## src/rtl/lsu_stbuf_queue.sv

```systemverilog
// Store buffer between LSU commit (dc4) and the DCCM/PIC write port, with dc3 load forwarding.
// Optional store merging into the youngest entry is enabled by defining LSU_STBUF_COALESCE_EN.
module lsu_stbuf_queue #(
  parameter int DEPTH     = 4,
  parameter int ADDR_BITS = 16,
  parameter int DATA_W    = 64,
  localparam int NB       = DATA_W / 8
) (
  input  logic                 clk,
  input  logic                 rst,
  input  logic                 st_valid_dc4,
  input  logic [ADDR_BITS-1:0] st_addr_dc4,
  input  logic [DATA_W-1:0]    st_data_dc4,
  input  logic [NB-1:0]        st_byteen_dc4,
  input  logic                 st_in_pic_dc4,
  output logic                 stbuf_full,
  output logic                 stbuf_empty,
  output logic                 stbuf_reqvld_any,
  output logic [ADDR_BITS-1:0] stbuf_addr_any,
  output logic [DATA_W-1:0]    stbuf_data_any,
  output logic [NB-1:0]        stbuf_byteen_any,
  output logic                 stbuf_addr_in_pic_any,
  input  logic                 lsu_stbuf_commit_any,
  input  logic                 ld_valid_dc2,
  input  logic [ADDR_BITS-1:0] ld_addr_lo_dc2,
  input  logic [ADDR_BITS-1:0] ld_addr_hi_dc2,
  output logic [DATA_W-1:0]    stbuf_fwddata_lo_dc3,
  output logic [NB-1:0]        stbuf_fwdbyteen_lo_dc3,
  output logic [DATA_W-1:0]    stbuf_fwddata_hi_dc3,
  output logic [NB-1:0]        stbuf_fwdbyteen_hi_dc3
);
  localparam int PW = $clog2(DEPTH);
  localparam int CW = PW + 1;
  localparam int AH = ADDR_BITS - 1;

  logic [DEPTH-1:0]                 vld_q, vld_d;
  logic [DEPTH-1:0][ADDR_BITS-1:0]  addr_q, addr_d;
  logic [DEPTH-1:0][DATA_W-1:0]     data_q, data_d;
  logic [DEPTH-1:0][NB-1:0]         be_q, be_d;
  logic [DEPTH-1:0]                 pic_q, pic_d;
  logic [PW-1:0]                    rd_ptr_q, rd_ptr_d, wr_ptr_q, wr_ptr_d, yng, idx;
  logic [CW-1:0]                    cnt_q, cnt_d;
  logic                             retire, alloc, st_drop;
  logic [DATA_W-1:0]                fd_lo, fd_hi, fd_lo_q, fd_hi_q;
  logic [NB-1:0]                    fb_lo, fb_hi, fb_lo_q, fb_hi_q;

  assign stbuf_full  = (cnt_q == CW'(DEPTH));
  assign stbuf_empty = (cnt_q == '0);
  assign retire      = lsu_stbuf_commit_any & ~stbuf_empty;
  assign yng         = wr_ptr_q - 1'b1;

`ifdef LSU_STBUF_COALESCE_EN
  logic merge;
  // Merging into a head that leaves this cycle would lose the new bytes, so allocate instead.
  assign merge   = st_valid_dc4 & ~stbuf_empty & vld_q[yng] & (pic_q[yng] == st_in_pic_dc4) &
                   (addr_q[yng][AH:3] == st_addr_dc4[AH:3]) & ~(retire & (yng == rd_ptr_q));
  assign alloc   = st_valid_dc4 & ~stbuf_full & ~merge;
  assign st_drop = st_valid_dc4 & stbuf_full & ~merge;
`else
  assign alloc   = st_valid_dc4 & ~stbuf_full;
  assign st_drop = st_valid_dc4 & stbuf_full;
`endif

  always_comb begin
    vld_d  = vld_q;
    addr_d = addr_q;
    data_d = data_q;
    be_d   = be_q;
    pic_d  = pic_q;
    if (retire) vld_d[rd_ptr_q] = 1'b0;
    if (alloc) begin
      vld_d[wr_ptr_q]  = 1'b1;
      addr_d[wr_ptr_q] = {st_addr_dc4[AH:3], 3'b000};
      data_d[wr_ptr_q] = st_data_dc4;
      be_d[wr_ptr_q]   = st_byteen_dc4;
      pic_d[wr_ptr_q]  = st_in_pic_dc4;
    end
`ifdef LSU_STBUF_COALESCE_EN
    if (merge) begin
      for (int b = 0; b < NB; b++)
        if (st_byteen_dc4[b]) data_d[yng][b*8 +: 8] = st_data_dc4[b*8 +: 8];
      be_d[yng] = be_q[yng] | st_byteen_dc4;
    end
`endif
    rd_ptr_d = rd_ptr_q + PW'(retire);
    wr_ptr_d = wr_ptr_q + PW'(alloc);
    cnt_d    = cnt_q + CW'(alloc) - CW'(retire);
  end

  // Walk entries oldest to youngest, then the dc4 store, so younger bytes overwrite older ones.
  always_comb begin
    fd_lo = '0; fb_lo = '0; fd_hi = '0; fb_hi = '0; idx = '0;
    for (int i = 0; i < DEPTH; i++) begin
      idx = rd_ptr_q + PW'(i);
      for (int b = 0; b < NB; b++) begin
        if (vld_q[idx] && be_q[idx][b] && addr_q[idx][AH:3] == ld_addr_lo_dc2[AH:3]) begin
          fd_lo[b*8 +: 8] = data_q[idx][b*8 +: 8]; fb_lo[b] = 1'b1;
        end
        if (vld_q[idx] && be_q[idx][b] && addr_q[idx][AH:3] == ld_addr_hi_dc2[AH:3]) begin
          fd_hi[b*8 +: 8] = data_q[idx][b*8 +: 8]; fb_hi[b] = 1'b1;
        end
      end
    end
    for (int b = 0; b < NB; b++) begin
      if (st_valid_dc4 && st_byteen_dc4[b] && st_addr_dc4[AH:3] == ld_addr_lo_dc2[AH:3]) begin
        fd_lo[b*8 +: 8] = st_data_dc4[b*8 +: 8]; fb_lo[b] = 1'b1;
      end
      if (st_valid_dc4 && st_byteen_dc4[b] && st_addr_dc4[AH:3] == ld_addr_hi_dc2[AH:3]) begin
        fd_hi[b*8 +: 8] = st_data_dc4[b*8 +: 8]; fb_hi[b] = 1'b1;
      end
    end
  end

  always_ff @(posedge clk or posedge rst) begin
    if (rst) begin
      vld_q <= '0; addr_q <= '0; data_q <= '0; be_q <= '0; pic_q <= '0;
      rd_ptr_q <= '0; wr_ptr_q <= '0; cnt_q <= '0;
      fd_lo_q <= '0; fb_lo_q <= '0; fd_hi_q <= '0; fb_hi_q <= '0;
    end else begin
      vld_q <= vld_d; addr_q <= addr_d; data_q <= data_d; be_q <= be_d; pic_q <= pic_d;
      rd_ptr_q <= rd_ptr_d; wr_ptr_q <= wr_ptr_d; cnt_q <= cnt_d;
      fd_lo_q <= ld_valid_dc2 ? fd_lo : '0;
      fb_lo_q <= ld_valid_dc2 ? fb_lo : '0;
      fd_hi_q <= ld_valid_dc2 ? fd_hi : '0;
      fb_hi_q <= ld_valid_dc2 ? fb_hi : '0;
    end
  end

  assign stbuf_reqvld_any       = ~stbuf_empty;
  assign stbuf_addr_any         = stbuf_reqvld_any ? addr_q[rd_ptr_q] : '0;
  assign stbuf_data_any         = stbuf_reqvld_any ? data_q[rd_ptr_q] : '0;
  assign stbuf_byteen_any       = stbuf_reqvld_any ? be_q[rd_ptr_q]   : '0;
  assign stbuf_addr_in_pic_any  = stbuf_reqvld_any & pic_q[rd_ptr_q];
  assign stbuf_fwddata_lo_dc3   = fd_lo_q;
  assign stbuf_fwdbyteen_lo_dc3 = fb_lo_q;
  assign stbuf_fwddata_hi_dc3   = fd_hi_q;
  assign stbuf_fwdbyteen_hi_dc3 = fb_hi_q;

  // Upstream must stall non-merging stores while full.
  a_no_drop: assert property (@(posedge clk) disable iff (rst) !st_drop);

endmodule

```

## config.mk

```make
export PLATFORM = sky130hd
export DESIGN_NAME = lsu_stbuf_queue
export DESIGN_NICKNAME = d
export VERILOG_FILES = /design/src/rtl/lsu_stbuf_queue.sv
export SDC_FILE = /design/constraint.sdc
export NUM_CORES = 2
export LEC_CHECK = 0
export CORE_MARGIN = 2
export CORE_UTILIZATION = 30
export DETAILED_ROUTE_END_ITERATION = 8
export GPL_TIMING_DRIVEN = 0
export PLACE_DENSITY = 0.51
export SYNTH_ARGS = -nofsm -noshare
export SYNTH_HDL_FRONTEND = slang
export SYNTH_SLANG_ARGS = --single-unit
```

## constraint.sdc

```tcl
create_clock -name clk -period 22.7 [get_ports clk]
set_input_delay 4.54 -clock clk [delete_from_list [all_inputs] [get_ports clk]]
set_output_delay 4.54 -clock clk [all_outputs]
set_load 0.01 [all_outputs]
```

==> results by group <==
Yosys
  • Yosys cell types: 73
  • Post-synth EDFFs: 0
  • Commonest cells post-synth: dfrtp_1 (499), mux2_2 (385), mux4_2 (282), clkbuf_1 (191), nand2_1 (144)
  • Top cell type's share of synthesized area: 0.351
  • Largest cells by area after synthesis: dfrtp_1 (35%), mux4_2 (18%), mux2_2 (12%)
  • Post-Synth XOR/XNOR Area: 0.0332
  • Top_reg_cell synth: dfrtp_1
  • Post-synthesis cell count: 3106
  • Syn. warnings: 0
  • Leading area contributor after synthesis: dfrtp_1
  • Main combinational cell family by area after synthesis: multiplexers
  • Async set-reset flop share out of synthesis: 1.00
  • Mux share of post-synthesis cell area: 0.325
  • Post-synthesis sequential area ratio: 0.351
  • Cell with the most instances after synthesis: dfrtp_1
  • Flip-flop and latch count after synthesis: roughly 500
  • Synth Area in Compound Gates: 0.123
  • Simple-gate area share of the yosys netlist: 0.121
  • Synth Area in Adders: 0.00338
  • Mapped Area: about 36000 um^2
  • Synthesized area per cell: 11.5 um^2

Power
  • Total Power: 7.48 mW
  • Pleak: 16.1 nW
  • Worst vdd ir: between 0.08 and 0.09 mV
  • Pwr Density: 173 nW/um^2

Job
  • MaxCap Viol Count: 0

Critical path
  • CP peak stage delay: 1050 ps
  • Worst path cell trace: buf_2 > buf_2 > buf_4 > clkbuf_1 > clkbuf_1 > mux4_2 > and2_1 > clkdlybuf4s50_1
  • Worst setup SP type: flip-flop
  • Crit path max-delay cell type: clkbuf_1
  • Critical Path AT: 5660 ps
  • Path depth of the worst reg2reg path: 23
  • Reg-to-reg endpoint: stbuf_fwddata_hi_dc3[31]
  • Reg2Reg Launch Point: rd_ptr_q[0]
  • Nature of the critical path endpoint: output port
  • CP Class: flip-flop to output port
  • Maximum fanout along the worst path: 10
  • Data required, critical path: 18160 ps
  • Reg2reg setup slack: 13830 ps

Outcome
  • Outcome: finished clean

Timing
  • Fmax achieved: 98.1 MHz
  • Least-Margin Pin Slew: 1460 ps
  • Slew headroom: 0.0219
  • Min Clock Period, post-route: 10200 ps
  • Skew final: approximately 33 ps
  • Fin crit share: 0.449
  • Final setup fails: 0
  • Max-slew violation count: 0
  • RSZ-0062 raised after global routing: false
  • Total negative slack: 0 ps
  • Final hold vios: 0

Clock tree
  • CTS root buf: clkbuf_16
  • Clock latency on the worst-skew pair: 710 ps
  • CTS tree: built
  • Postcts setup bufs: 0
  • Clock Pin Slew Worst Setup and Hold Paths: 60 ps
  • Clk buf depth: 3
  • TritonCTS Buffers: 61
  • Hold buffers post-CTS: 0
  • CTS HTree Levels: 2
  • CTS sink count: 499
  • Post-cts repair resize count: 0

Place
  • Port buffer count: 321
  • Inst Count DP: 4975
  • GP Congestion: 0.987
  • Placed inst area: 40900 um^2
  • Hpwl dp: ~120000 um

Layout
  • Final core utilization: 0.367
  • Layout area overhead: 21.5%
  • Post-layout nets: around 3600
  • Post-Layout Inst Area: 43200 um^2
  • Final cell count without fillers: 5098
  • Layout cell share with drive strength beyond 1: 0.249

GRT
  • Largest net degree at the start of global routing: 125
  • Initial antenna violation count: 26
  • Vias in the first global route: 31500
  • Total global-route track usage: 0.269
  • GRT overflow: 0
  • First-pass GRT wire length: 236000 um

Drt
  • Vias per cell: a little over 6
  • DRT Wirelength: 166000 um
  • DRC: 0
  • Drt pass-1 iters: 7
  • Via count: 31800
  • First DRT Iteration DRCs: 4147
  • Post-DR wirelength/cell: roughly 33 um
  • Final ANT Viol Nets: 0

Worst hold path
  • Hold_sp: cnt_q[2]
  • Worst Hold Path EP: cnt_q[2]
  • Worst min path class: flip-flop to flip-flop
  • Hold path depth: 1

Floorplan
  • Die Width: 348 um
  • Total core area: between 100000 and 150000 um^2
  • Die ar.: roughly 120000 um^2
  • Initial Utilization: 0.302
  • Num ports: 362
  • Row count: 126
  • Die height: 348 um
==> per-stage QoR <==
step	hold slack, ps	worst slack [ps]
floorplan	452	4230
global placement	468	-2810
detailed placement	476	13400
CTS	488	12670
global route	526	12500
finish	487	12500
==> per-layer routing <==
metal  vias to the layer above  GRT usage  share of wire
met5                         -          0         0.0013
met4                        26      0.129          0.054
met3                       432     0.0884           0.11
met2                      2040      0.404           0.44
met1                     16400      0.349           0.39
li1                      13000          -              -
==> placed cells by master, fill, tap and decap left out, types with 19 or more instances in the layout <==
| master | count |
|---|---|
| buf_2 | 40 |
| nand3b_1 | 31 |
| and2_1 | 115 |
| dfrtp_1 | 499 |
| and3_1 | 110 |
| buf_1 | 40 |
| o211ai_1 | 42 |
| mux2_2 | 385 |
| or3_1 | 26 |
| a221oi_1 | 107 |
| inv_1 | 37 |
| clkbuf_1 | 195 |
| mux4_2 | 282 |
| o21ai_0 | 104 |
| nor3_1 | 30 |
| nand3_1 | 39 |
| buf_4 | 26 |
| nor4_1 | 48 |
| xor2_1 | 19 |
| clkbuf_16 | 63 |
| mux2i_1 | 54 |
| nand4_1 | 23 |
| nor2b_1 | 58 |
| xnor2_1 | 114 |
| o221ai_1 | 24 |
| nand2_1 | 144 |
| nor2_1 | 90 |
| o32ai_1 | 62 |
| clkdlybuf4s50_1 | 321 |
| o2bb2ai_1 | 36 |
| a21oi_1 | 134 |
==> worst max path at each step <==
stage / start / end / slack [ps]
final: rd_ptr_q[1] / stbuf_data_any[0] / 12500
after global routing: rd_ptr_q[1] / stbuf_data_any[0] / 12500
after CTS: rd_ptr_q[1] / stbuf_data_any[0] / 12670
after detailed placement: rd_ptr_q[1] / stbuf_data_any[1] / 13400
after global placement: rst / stbuf_fwddata_lo_dc3[21] / -2810
after floorplan: rst / addr_q[10] / 4230
==> worst max-delay path, delay by kind of cell (launching register included) <==
kind                   cells  cell delay (ps)
AND/OR/NAND/NOR            1              240
multiplexers               1              460
flip-flops                 1              610
buffers and inverters      6             3630
==> area by class of cell <==
class / instances / area (um^2)
fill: 11700 / 74700
clock inverter: 39 / 562
multi-input combinational: 2265 / 21600
timing repair buffer: 331 / 3380
buffer: 303 / 1370
antenna: 8 / 20.0
tap: 1536 / 1920
inverter: 41 / 161
clock buffer: 76 / 1710
sequential: 499 / 12500
==> power breakdown <==
part	internal [mW]	leakage, nW	total, mW	switching (mW)
clock network	0.672	1.08	1.12	0.448
logic	2.16	8.78	4.75	2.59
registers	1.22	6.22	1.61	0.394
==> registers in the layout, indices dropped and copies added (netlist names) <==
signal / count
data_q: 256
pic_q: 4
vld_q: 4
rd_ptr_q: 2
stbuf_fwdbyteen_hi_dc3: 8
stbuf_fwddata_lo_dc3: 64
stbuf_fwdbyteen_lo_dc3: 8
be_q: 32
addr_q: 52
stbuf_fwddata_hi_dc3: 64
wr_ptr_q: 2
cnt_q: 3
==> cells by family (layout without fill, tap and decap cells) <==
group                    count (synthesis)  count (layout)
AO/OA/AOI/OAI                          619             619
multiplexers                           734             734
buffers and inverters                  344             790
XOR/XNOR                               134             134
AND/OR/NAND/NOR                        766             766
flip-flops                             499             499
other                                    1              11
adder cells (fa/ha/maj)                  9               9
(Power assumes the default switching activity.)
